File: src/rtl/alu_share_if.sv
// Request/response bundle between the two issue ports, the shared ALU arbiter and writeback.
// Master drives requests and rsp_ready; slave (the arbiter) drives grants and results.
interface alu_share_if #(
  parameter int XLEN  = 32,
  parameter int TAG_W = 4
);
  logic             req0_valid;
  logic             req0_ready;
  logic [3:0]       req0_op;
  logic [XLEN-1:0]  req0_rs1;
  logic [XLEN-1:0]  req0_rs2;
  logic [TAG_W-1:0] req0_tag;

  logic             req1_valid;
  logic             req1_ready;
  logic [3:0]       req1_op;
  logic [XLEN-1:0]  req1_rs1;
  logic [XLEN-1:0]  req1_rs2;
  logic [TAG_W-1:0] req1_tag;

  logic             rsp_valid;
  logic             rsp_ready;
  logic [XLEN-1:0]  rsp_data;
  logic             rsp_src;
  logic [TAG_W-1:0] rsp_tag;
  logic             rsp_err;

  modport master (
    output req0_valid, req0_op, req0_rs1, req0_rs2, req0_tag,
    input  req0_ready,
    output req1_valid, req1_op, req1_rs1, req1_rs2, req1_tag,
    input  req1_ready,
    output rsp_ready,
    input  rsp_valid, rsp_data, rsp_src, rsp_tag, rsp_err
  );

  modport slave (
    input  req0_valid, req0_op, req0_rs1, req0_rs2, req0_tag,
    output req0_ready,
    input  req1_valid, req1_op, req1_rs1, req1_rs2, req1_tag,
    output req1_ready,
    input  rsp_ready,
    output rsp_valid, rsp_data, rsp_src, rsp_tag, rsp_err
  );
endinterface

File: src/rtl/alu_share_arbiter.sv
// Round-robin arbiter sharing one ALU between two issue ports, with a
// one-entry result register under valid/ready backpressure.
module alu_share_arbiter #(
  parameter int XLEN  = 32,
  parameter int TAG_W = 4
) (
  input logic        clk,
  input logic        rst_n,
  alu_share_if.slave bus
);
  localparam int SH_W = $clog2(XLEN);

  localparam logic [3:0] OP_ADD  = 4'b0000;
  localparam logic [3:0] OP_SUB  = 4'b1000;
  localparam logic [3:0] OP_SLL  = 4'b0001;
  localparam logic [3:0] OP_SLT  = 4'b0010;
  localparam logic [3:0] OP_SLTU = 4'b0011;
  localparam logic [3:0] OP_XOR  = 4'b0100;
  localparam logic [3:0] OP_SRL  = 4'b0101;
  localparam logic [3:0] OP_SRA  = 4'b1101;
  localparam logic [3:0] OP_OR   = 4'b0110;
  localparam logic [3:0] OP_AND  = 4'b0111;

  logic             last;
  logic             grant;
  logic             can_accept;
  logic             accept;
  logic [3:0]       sel_op;
  logic [XLEN-1:0]  sel_rs1;
  logic [XLEN-1:0]  sel_rs2;
  logic [TAG_W-1:0] sel_tag;
  logic [SH_W-1:0]  shamt;
  logic [XLEN-1:0]  alu_res;
  logic             alu_err;

  assign can_accept = !bus.rsp_valid || bus.rsp_ready;

  // Contention goes to whoever was not granted last; a lone requester always wins.
  always_comb begin
    grant = 1'b0;
    if (bus.req0_valid && bus.req1_valid) begin
      grant = !last;
    end else if (bus.req1_valid) begin
      grant = 1'b1;
    end
  end

  assign bus.req0_ready = rst_n && can_accept && bus.req0_valid && !grant;
  assign bus.req1_ready = rst_n && can_accept && bus.req1_valid &&  grant;
  assign accept         = bus.req0_ready || bus.req1_ready;

  always_comb begin
    sel_op  = bus.req0_op;
    sel_rs1 = bus.req0_rs1;
    sel_rs2 = bus.req0_rs2;
    sel_tag = bus.req0_tag;
    if (grant) begin
      sel_op  = bus.req1_op;
      sel_rs1 = bus.req1_rs1;
      sel_rs2 = bus.req1_rs2;
      sel_tag = bus.req1_tag;
    end
  end

  assign shamt = sel_rs2[SH_W-1:0];

  always_comb begin
    alu_res = '0;
    alu_err = 1'b0;
    case (sel_op)
      OP_ADD:  alu_res = sel_rs1 + sel_rs2;
      OP_SUB:  alu_res = sel_rs1 - sel_rs2;
      OP_SLL:  alu_res = sel_rs1 << shamt;
      OP_SLT:  alu_res = {{(XLEN-1){1'b0}}, ($signed(sel_rs1) < $signed(sel_rs2))};
      OP_SLTU: alu_res = {{(XLEN-1){1'b0}}, (sel_rs1 < sel_rs2)};
      OP_XOR:  alu_res = sel_rs1 ^ sel_rs2;
      OP_SRL:  alu_res = sel_rs1 >> shamt;
      OP_SRA:  alu_res = $unsigned($signed(sel_rs1) >>> shamt);
      OP_OR:   alu_res = sel_rs1 | sel_rs2;
      OP_AND:  alu_res = sel_rs1 & sel_rs2;
      default: alu_err = 1'b1;
    endcase
  end

  // Payload fields hold their value on drain so writeback sees a stable bus.
  always_ff @(posedge clk or negedge rst_n) begin
    if (!rst_n) begin
      bus.rsp_valid <= 1'b0;
      bus.rsp_data  <= '0;
      bus.rsp_src   <= 1'b0;
      bus.rsp_tag   <= '0;
      bus.rsp_err   <= 1'b0;
      last          <= 1'b1;
    end else if (accept) begin
      bus.rsp_valid <= 1'b1;
      bus.rsp_data  <= alu_res;
      bus.rsp_src   <= grant;
      bus.rsp_tag   <= sel_tag;
      bus.rsp_err   <= alu_err;
      last          <= grant;
    end else if (bus.rsp_ready) begin
      bus.rsp_valid <= 1'b0;
    end
  end
endmodule
File: src/flat_wrapper.sv
// flat-port wrapper written by rule: the top's interface ports become plain ports
module alu_share_arbiter_flat 
#(
  parameter int XLEN  = 32,
  parameter int TAG_W = 4
)
  (clk, rst_n, bus_req0_valid, bus_req0_op, bus_req0_rs1, bus_req0_rs2, bus_req0_tag, bus_req0_ready, bus_req1_valid, bus_req1_op, bus_req1_rs1, bus_req1_rs2, bus_req1_tag, bus_req1_ready, bus_rsp_ready, bus_rsp_valid, bus_rsp_data, bus_rsp_src, bus_rsp_tag, bus_rsp_err);
  alu_share_if #(.XLEN(XLEN), .TAG_W(TAG_W)) bus_i ();
  input logic clk;
  input logic rst_n;
  input wire logic [$bits(bus_i.req0_valid)-1:0] bus_req0_valid;
  input wire logic [$bits(bus_i.req0_op)-1:0] bus_req0_op;
  input wire logic [$bits(bus_i.req0_rs1)-1:0] bus_req0_rs1;
  input wire logic [$bits(bus_i.req0_rs2)-1:0] bus_req0_rs2;
  input wire logic [$bits(bus_i.req0_tag)-1:0] bus_req0_tag;
  output wire logic [$bits(bus_i.req0_ready)-1:0] bus_req0_ready;
  input wire logic [$bits(bus_i.req1_valid)-1:0] bus_req1_valid;
  input wire logic [$bits(bus_i.req1_op)-1:0] bus_req1_op;
  input wire logic [$bits(bus_i.req1_rs1)-1:0] bus_req1_rs1;
  input wire logic [$bits(bus_i.req1_rs2)-1:0] bus_req1_rs2;
  input wire logic [$bits(bus_i.req1_tag)-1:0] bus_req1_tag;
  output wire logic [$bits(bus_i.req1_ready)-1:0] bus_req1_ready;
  input wire logic [$bits(bus_i.rsp_ready)-1:0] bus_rsp_ready;
  output wire logic [$bits(bus_i.rsp_valid)-1:0] bus_rsp_valid;
  output wire logic [$bits(bus_i.rsp_data)-1:0] bus_rsp_data;
  output wire logic [$bits(bus_i.rsp_src)-1:0] bus_rsp_src;
  output wire logic [$bits(bus_i.rsp_tag)-1:0] bus_rsp_tag;
  output wire logic [$bits(bus_i.rsp_err)-1:0] bus_rsp_err;
  assign bus_i.req0_valid = bus_req0_valid;
  assign bus_i.req0_op = bus_req0_op;
  assign bus_i.req0_rs1 = bus_req0_rs1;
  assign bus_i.req0_rs2 = bus_req0_rs2;
  assign bus_i.req0_tag = bus_req0_tag;
  assign bus_req0_ready = bus_i.req0_ready;
  assign bus_i.req1_valid = bus_req1_valid;
  assign bus_i.req1_op = bus_req1_op;
  assign bus_i.req1_rs1 = bus_req1_rs1;
  assign bus_i.req1_rs2 = bus_req1_rs2;
  assign bus_i.req1_tag = bus_req1_tag;
  assign bus_req1_ready = bus_i.req1_ready;
  assign bus_i.rsp_ready = bus_rsp_ready;
  assign bus_rsp_valid = bus_i.rsp_valid;
  assign bus_rsp_data = bus_i.rsp_data;
  assign bus_rsp_src = bus_i.rsp_src;
  assign bus_rsp_tag = bus_i.rsp_tag;
  assign bus_rsp_err = bus_i.rsp_err;
  alu_share_arbiter #(.XLEN(XLEN), .TAG_W(TAG_W)) u_core (.clk(clk), .rst_n(rst_n), .bus(bus_i));
endmodule
File: config.mk
export PLATFORM = sky130hd
export DESIGN_NAME = alu_share_arbiter_flat
export DESIGN_NICKNAME = d
export VERILOG_FILES = /design/src/rtl/alu_share_if.sv /design/src/rtl/alu_share_arbiter.sv /design/src/flat_wrapper.sv
export SDC_FILE = /design/constraint.sdc
export NUM_CORES = 1
export LEC_CHECK = 0
export BUFFER_PORTS_ARGS = -buffer_cell sky130_fd_sc_hd__buf_2
export CORE_MARGIN = 2
export CORE_UTILIZATION = 45
export CTS_CLUSTER_DIAMETER = 60
export CTS_CLUSTER_SIZE = 40
export DETAILED_ROUTE_END_ITERATION = 10
export PLACE_DENSITY = 0.61
export RECOVER_POWER = 100
export SETUP_SLACK_MARGIN = 0.4
export SYNTH_ARGS = -nofsm -noshare
export SYNTH_HDL_FRONTEND = slang
export SYNTH_SLANG_ARGS = --single-unit
export TNS_END_PERCENT = 30
File: constraint.sdc
create_clock -name clk -period 11.5 [get_ports clk]
set_input_delay 0.575 -clock clk [delete_from_list [all_inputs] [get_ports clk]]
set_output_delay 0.575 -clock clk [all_outputs]
set_load 0.01 [all_outputs]
==> impl_metrics.json, run 1 <==
{
  "cts_resized": 0,
  "power.density_nw_per_um2": 112,
  "grtUsageTotal_pct": 40.7,
  "grt.overflow.total": 0,
  "cts.hold.buffers_added": 0,
  "p_sw_mw": 0.912,
  "min_path_type": "flip-flop to flip-flop",
  "dieWidth_um": 174,
  "yosys.area.top_type_share_pct": 17.7,
  "p_leak_nw": 6.52,
  "end_kind": "flip-flop",
  "yosys.area.top_type": "mux2i_1",
  "ys_seq_area_share_pct": 7.72,
  "dpl.hpwl_um": 48500,
  "ant_nets": 0,
  "clock_latency_ps": 320,
  "grt_setup_unrepaired": "false",
  "grt_max_degree": 72,
  "clkPwrFrac_pct": 11.6,
  "multi_input_area_um2": 11000,
  "grt_pass1_wl_um": 94500,
  "criticalPathCategory": "input port to flip-flop",
  "ys_top_cells_by_count": "nand2_1 (313), mux2i_1 (230), nor2_1 (153), a21oi_1 (150), ha_1 (98)",
  "seqPwrFrac_pct": 12.6,
  "crit_path_start_kind": "input port",
  "power.internal_mw": 0.668,
  "wirelength_um": 64000,
  "ys_seq_elements": 40,
  "clockBufferDepth": 2,
  "finalNonFillerCells": 2350,
  "seqCellArea_um2": 1000,
  "final_core_util_pct": 49.4,
  "vdd_drop_max_mv": 0.0574,
  "placed_area_um2": 14000,
  "antenna_found_initial": 1,
  "cap_violations": 4,
  "synth_fp_nets": 2140,
  "synth.distinct_cells": 93,
  "cts_buffers": 5,
  "synth-main-ff-cell": "dfrtp_1",
  "muxShareOfSynthArea_pct": 21.5,
  "switching_share_pct": 57.7,
  "setup_ws_ps": 4040,
  "num_antenna_cells": 0,
  "required_ps": 11680,
  "clock_skew_ps": 9.34,
  "finalCritPeriodShare_pct": 64.9,
  "first_pass_iters": 7,
  "cts_setup_buffers": 0,
  "synth-compound-area-share_pct": 29.8,
  "finalSetupTns_ps": 0,
  "clock.fmax_mhz": 134,
  "avgSynthCellArea_um2": 6.86,
  "critPathArrivalTime_ps": 7640,
  "setup_viol": 0,
  "finalPower_mw": 1.58,
  "dp_slack_ps": 5500,
  "area_growth_pct": 8.70,
  "rows": 62,
  "dp.cells": 2342,
  "viasPerCell": 6.74,
  "die-area_um2": 30200,
  "first_global_vias": 14500,
  "ys_async_sr_fraction_pct": 100,
  "synth_area_leaders": "mux2i_1 (18%), ha_1 (9.5%), nand2_1 (9.1%), dfrtp_1 (7.5%), a21oi_1 (5.8%)",
  "period_needed_ps": 7460,
  "synth_edf_count": 0,
  "hold_ws_ps": 483,
  "drive_above_1_share_pct": 12.9,
  "combPwrFrac_pct": 75.8,
  "drv_slew": 141,
  "slew_headroom_pct": -99.0,
  "hold_violations": 0,
  "synthAdderAreaFrac_pct": 9.76,
  "core_area_um2": 28500,
  "cts_tree": "yes",
  "violations": "capacitance limit, slew limit",
  "drc_errors": 0,
  "cts-root-buf": "clkbuf_16",
  "fillers": 3049,
  "fin_nets": 2214,
  "routedWlPerCell_um": 27.2,
  "start_util_pct": 45.4,
  "vias": 15800,
  "status": "finished with violations",
  "cts.sinks": 40,
  "yosysWarnings": 0,
  "yosys.area_share.simple_pct": 22.1,
  "worst_slew_pin_slew_ps": 2990,
  "cts_max_level": 2,
  "synth_top_family_by_area": "compound AO/OA/AOI/OAI gates",
  "drt_iter0_markers": 1998,
  "syn_inst": 1891,
  "ioPinCount": 190,
  "fin_area_um2": 14100,
  "cp_max_fo": 56,
  "syn-cell-area_um2": 13000,
  "yosysMostFrequentCell": "nand2_1",
  "clk_pin_slew_ps": 70,
  "numPortBuffers": 189,
  "gp_congestion": 1.02,
  "synthXorXnorAreaFrac_pct": 0.945,
  "fp.dieH_um": 174
}
-- per-layer routing --
layer / global-route usage, % / vias up / part of all wire [%]
met5: 0 / - / 0.019
met4: 13.3 / 2 / 3.9
met3: 7.59 / 156 / 11
met2: 61.5 / 1062 / 42
met1: 58.1 / 7533 / 43
li1: - / 7096 / -
-- path summary, 6_finish.rpt --
| path | cells past startpoint | startpoint | endpoint | slack (ps) |
|---|---|---|---|---|
| setup / recovery | 10 | rst_n | u_core.bus.rsp_data[30] | 4040 |
| hold / removal | 1 | u_core.bus.rsp_src | u_core.bus.rsp_src | 480 |
| setup reg to reg | 9 | u_core.bus.rsp_valid | u_core.bus.rsp_data[30] | 5370 |
| hold reg to reg | 1 | u_core.bus.rsp_src | u_core.bus.rsp_src | 480 |
| max in group asynchronous | 2 | rst_n | u_core.bus.rsp_data[5] | 8620 |
| min in group asynchronous | 2 | rst_n | u_core.bus.rsp_src | 1260 |
-- state kept, by name, summed over array words and instances, names as in the netlist --
signal,flops
u_core.bus.rsp_data,32
u_core.bus.rsp_err,1
u_core.bus.rsp_src,1
u_core.bus.rsp_tag,4
u_core.bus.rsp_valid,1
u_core.last,1
-- cell families after synthesis --
kind of cell             Yosys count
AND/OR/NAND/NOR                  646
adder cells (fa/ha/maj)          100
AO/OA/AOI/OAI                    572
buffers and inverters            248
flip-flops                        40
XOR/XNOR                          14
multiplexers                     271
-- cell usage in the layout (no fill, tap or decap), types with 7 or more instances in the layout --
cell / netlist / final
a22oi_1: 18 / 18
o31ai_1: 18 / 18
o2111ai_1: 12 / 12
o211ai_1: 24 / 24
o21bai_1: 9 / 9
nand3_1: 30 / 30
nor2b_1: 16 / 16
o311ai_0: 7 / 7
a31oi_1: 24 / 24
nor4_1: 15 / 15
ha_1: 98 / 98
o221ai_1: 15 / 15
a2111oi_0: 10 / 10
a32oi_1: 9 / 9
dfrtp_1: 39 / 39
buf_4: 3 / 25
inv_1: 94 / 94
nor2_1: 153 / 153
clkbuf_1: 67 / 44
a211oi_1: 36 / 36
nand2_1: 313 / 313
a21oi_1: 150 / 150
a221o_1: 8 / 8
o21ai_0: 96 / 96
nor3_1: 48 / 48
o21a_1: 13 / 13
a221oi_1: 19 / 19
nand3b_1: 8 / 8
a21o_1: 19 / 19
o22ai_1: 20 / 20
and3_1: 8 / 8
mux2_2: 36 / 36
buf_2: 45 / 148
xnor2_1: 8 / 8
nand2b_1: 10 / 10
mux2i_1: 230 / 226
-- power groups by stage --
stage / sequential, mW / combinational, mW / clock [mW]
floorplan: 0.206 / 0.768 / 0
global placement: 0.198 / 1.16 / 0
detailed placement: 0.199 / 1.16 / 0
CTS: 0.196 / 1.16 / 0.186
global route: 0.201 / 1.27 / 0.190
finish: 0.198 / 1.20 / 0.184
-- layout make-up --
cell class                 count  area share (%)
timing repair buffer         217            7.75
clock buffer                   5           0.887
multi-input combinational   1603            77.9
sequential                    40            7.11
clock inverter                 3           0.328
tap                          384            3.41
inverter                      98            2.63
-- critical path: stages --
cell,delay [ps]
buf_2,90
clkbuf_1,1040
and2_0,610
o21ai_4,90
clkbuf_1,2100
or2_0,1370
nor2_1,690
a22oi_1,360
o21ai_0,150
or4_1,530
(Power assumes the default switching activity.)
==> inputs of run 2 (changes only) <==
==> constraint.sdc (replaced) <==
create_clock -name clk -period 7.7 [get_ports clk]
set_input_delay 0.385 -clock clk [delete_from_list [all_inputs] [get_ports clk]]
set_output_delay 0.385 -clock clk [all_outputs]
set_load 0.01 [all_outputs]
==> run 2 against run 1 <==
Effect of this change:
- the flow still finishes with violations (capacitance limit, slew limit)
- highest routed layer unchanged
- routed wire length decreased by 0.61%
- global-route usage is 0.42 points lower
- critical path type is now flip-flop to flip-flop
- combinational power up 49%
- non-clock buffer count up 1
- first-iteration DRC count is 8.0% higher
- clock skew increased by 4.8 ps
- largest power group unchanged
- sequential power rose by 49%
==> impl_metrics.json, run 2 (synthesized netlist as in run 1, its figures left out) <==
{
  "setup_viol": 0,
  "area_growth_pct": 8.65,
  "fin_area_um2": 14100,
  "cts_buffers": 5,
  "rows": 62,
  "wirelength_um": 63600,
  "crit_path_start_kind": "flip-flop",
  "crit_family": "compound AO/OA/AOI/OAI gates",
  "first_global_vias": 14800,
  "busiest_layer": "met2",
  "cp.buffers_inverters": 1,
  "clock_skew_ps": 14.1,
  "grt.met1_usage_pct": 56.7,
  "cts.sinks": 40,
  "final_common_cell": "nand2_1",
  "violations": "capacitance limit, slew limit",
  "routedWlPerCell_um": 27.1,
  "slew_headroom_pct": -85.7,
  "first_pass_iters": 6,
  "reg_top3": "u_core.bus.rsp_data (32), u_core.bus.rsp_tag (4)",
  "end_kind": "flip-flop",
  "grt_pass1_wl_um": 94000,
  "clock.fmax_mhz": 156,
  "num_antenna_cells": 0,
  "use_met3_pct": 7.28,
  "cts.hold.buffers_added": 0,
  "dp_slack_ps": 2400,
  "min_path_type": "input port to flip-flop",
  "drive_above_1_share_pct": 12.8,
  "gp_congestion": 1.04,
  "viasPerCell": 6.75,
  "numPortBuffers": 189,
  "status": "finished with violations",
  "required_ps": 7900,
  "drv_slew": 164,
  "finalSetupTns_ps": 0,
  "critPathMaxStageDelay_ps": 1510,
  "ant_nets": 0,
  "final_cell_mix": "nand2_1 (313), mux2i_1 (227), nor2_1 (153)",
  "cap_violations": 4,
  "grt.overflow.total": 0,
  "dp.cells": 2343,
  "setup_ws_ps": 1310,
  "top_register": "u_core.bus.rsp_data",
  "vdd_drop_max_mv": 0.0875,
  "drt_iter0_markers": 2158,
  "critPathArrivalTime_ps": 6590,
  "fp.dieH_um": 174,
  "grtUsageMet2_pct": 60.2,
  "cts_setup_buffers": 0,
  "clock_latency_ps": 320,
  "cts-root-buf": "clkbuf_16",
  "finalNonFillerCells": 2351,
  "fillers": 3033,
  "dpl.hpwl_um": 48100,
  "core_area_um2": 28500,
  "clk_pin_slew_ps": 80,
  "period_needed_ps": 6390,
  "die-area_um2": 30200,
  "finalCritPeriodShare_pct": 83.0,
  "clockBufferDepth": 2,
  "largest_reg_flops": 32,
  "hold_violations": 0,
  "grt_setup_unrepaired": "false",
  "fin_nets": 2215,
  "p_leak_nw": 6.53,
  "placed_area_um2": 14000,
  "ioPinCount": 190,
  "slowest_stage": "a21bo_1",
  "cp_max_fo": 47,
  "cts_tree": "yes",
  "dieWidth_um": 174,
  "drc_errors": 0,
  "worst_slew_pin_slew_ps": 2790,
  "criticalPathCategory": "flip-flop to flip-flop",
  "final_core_util_pct": 49.4,
  "start_util_pct": 45.4,
  "antenna_found_initial": 1,
  "grtUsageTotal_pct": 40.3,
  "vias": 15900,
  "cts_resized": 0,
  "path_common_cell": "o31ai_1",
  "grt_max_degree": 69,
  "crit_chain": "a21bo_1 > buf_4 > mux2i_4 > ha_1 > o21a_1 > o31ai_1 > a21oi_1 > o31ai_1 > o21ai_2 > a41oi_1 > o31a_1 > mux2_2 > or4_1",
  "power.density_nw_per_um2": 168,
  "cts_max_level": 2
}
-- run 2: area by class of cell --
class,instances,area [um2],share of cell area (%)
Multi-Input combinational cell,1603,11000,77.7
Timing Repair Buffer,218,1120,7.93
Sequential cell,40,1000,7.11
Tap cell,384,480,3.41
Inverter,98,370,2.63
Clock buffer,5,125,0.888
Clock inverter,3,46.3,0.328
-- run 2: path summary, 6_finish.rpt --
check                                             from                       to  slack (ps)  cells after the start
worst min-delay path                    bus_req0_valid              u_core.last         310                      2
max in group asynchronous                        rst_n   u_core.bus.rsp_data[2]        5060                      2
worst max-delay path                       u_core.last  u_core.bus.rsp_data[30]        1310                     13
min in group asynchronous                        rst_n     u_core.bus.rsp_valid        1030                      2
worst min register to register  u_core.bus.rsp_data[4]   u_core.bus.rsp_data[4]         490                      2
worst max register to register             u_core.last  u_core.bus.rsp_data[30]        1310                     13
-- run 2: per-layer routing --
metal / up-vias / wire [um] / part of all wire (%)
met1: 7617 / 27500 / 43
met4: 2 / 2810 / 4.4
met2: 1028 / 26700 / 42
li1: 7086 / - / -
met5: - / 13 / 0.020
met3: 145 / 6520 / 10
-- run 2: report_power, final --
group          switching [mW]  internal, mW
Clock                   0.123         0.155
Combinational            1.21         0.588
Sequential             0.0380         0.257
Total                    1.37          1.00
-- run 2: worst reg2reg max path: stages (launching register included) --
cell and delay (ps):
dfstp_2 590, a21bo_1 1510, buf_4 560, mux2i_4 420
ha_1 380, o21a_1 200, o31ai_1 70, a21oi_1 170
o31ai_1 570, o21ai_2 250, a41oi_1 400, o31a_1 290
mux2_2 350, or4_1 510
-- run 2: stage by stage --
stage,hold WS [ps],total power [mW]
after floorplan,89.4,1.45
after global placement,459,2.03
after detailed placement,466,2.03
after CTS,178,2.32
after global routing,334,2.49
final,310,2.37
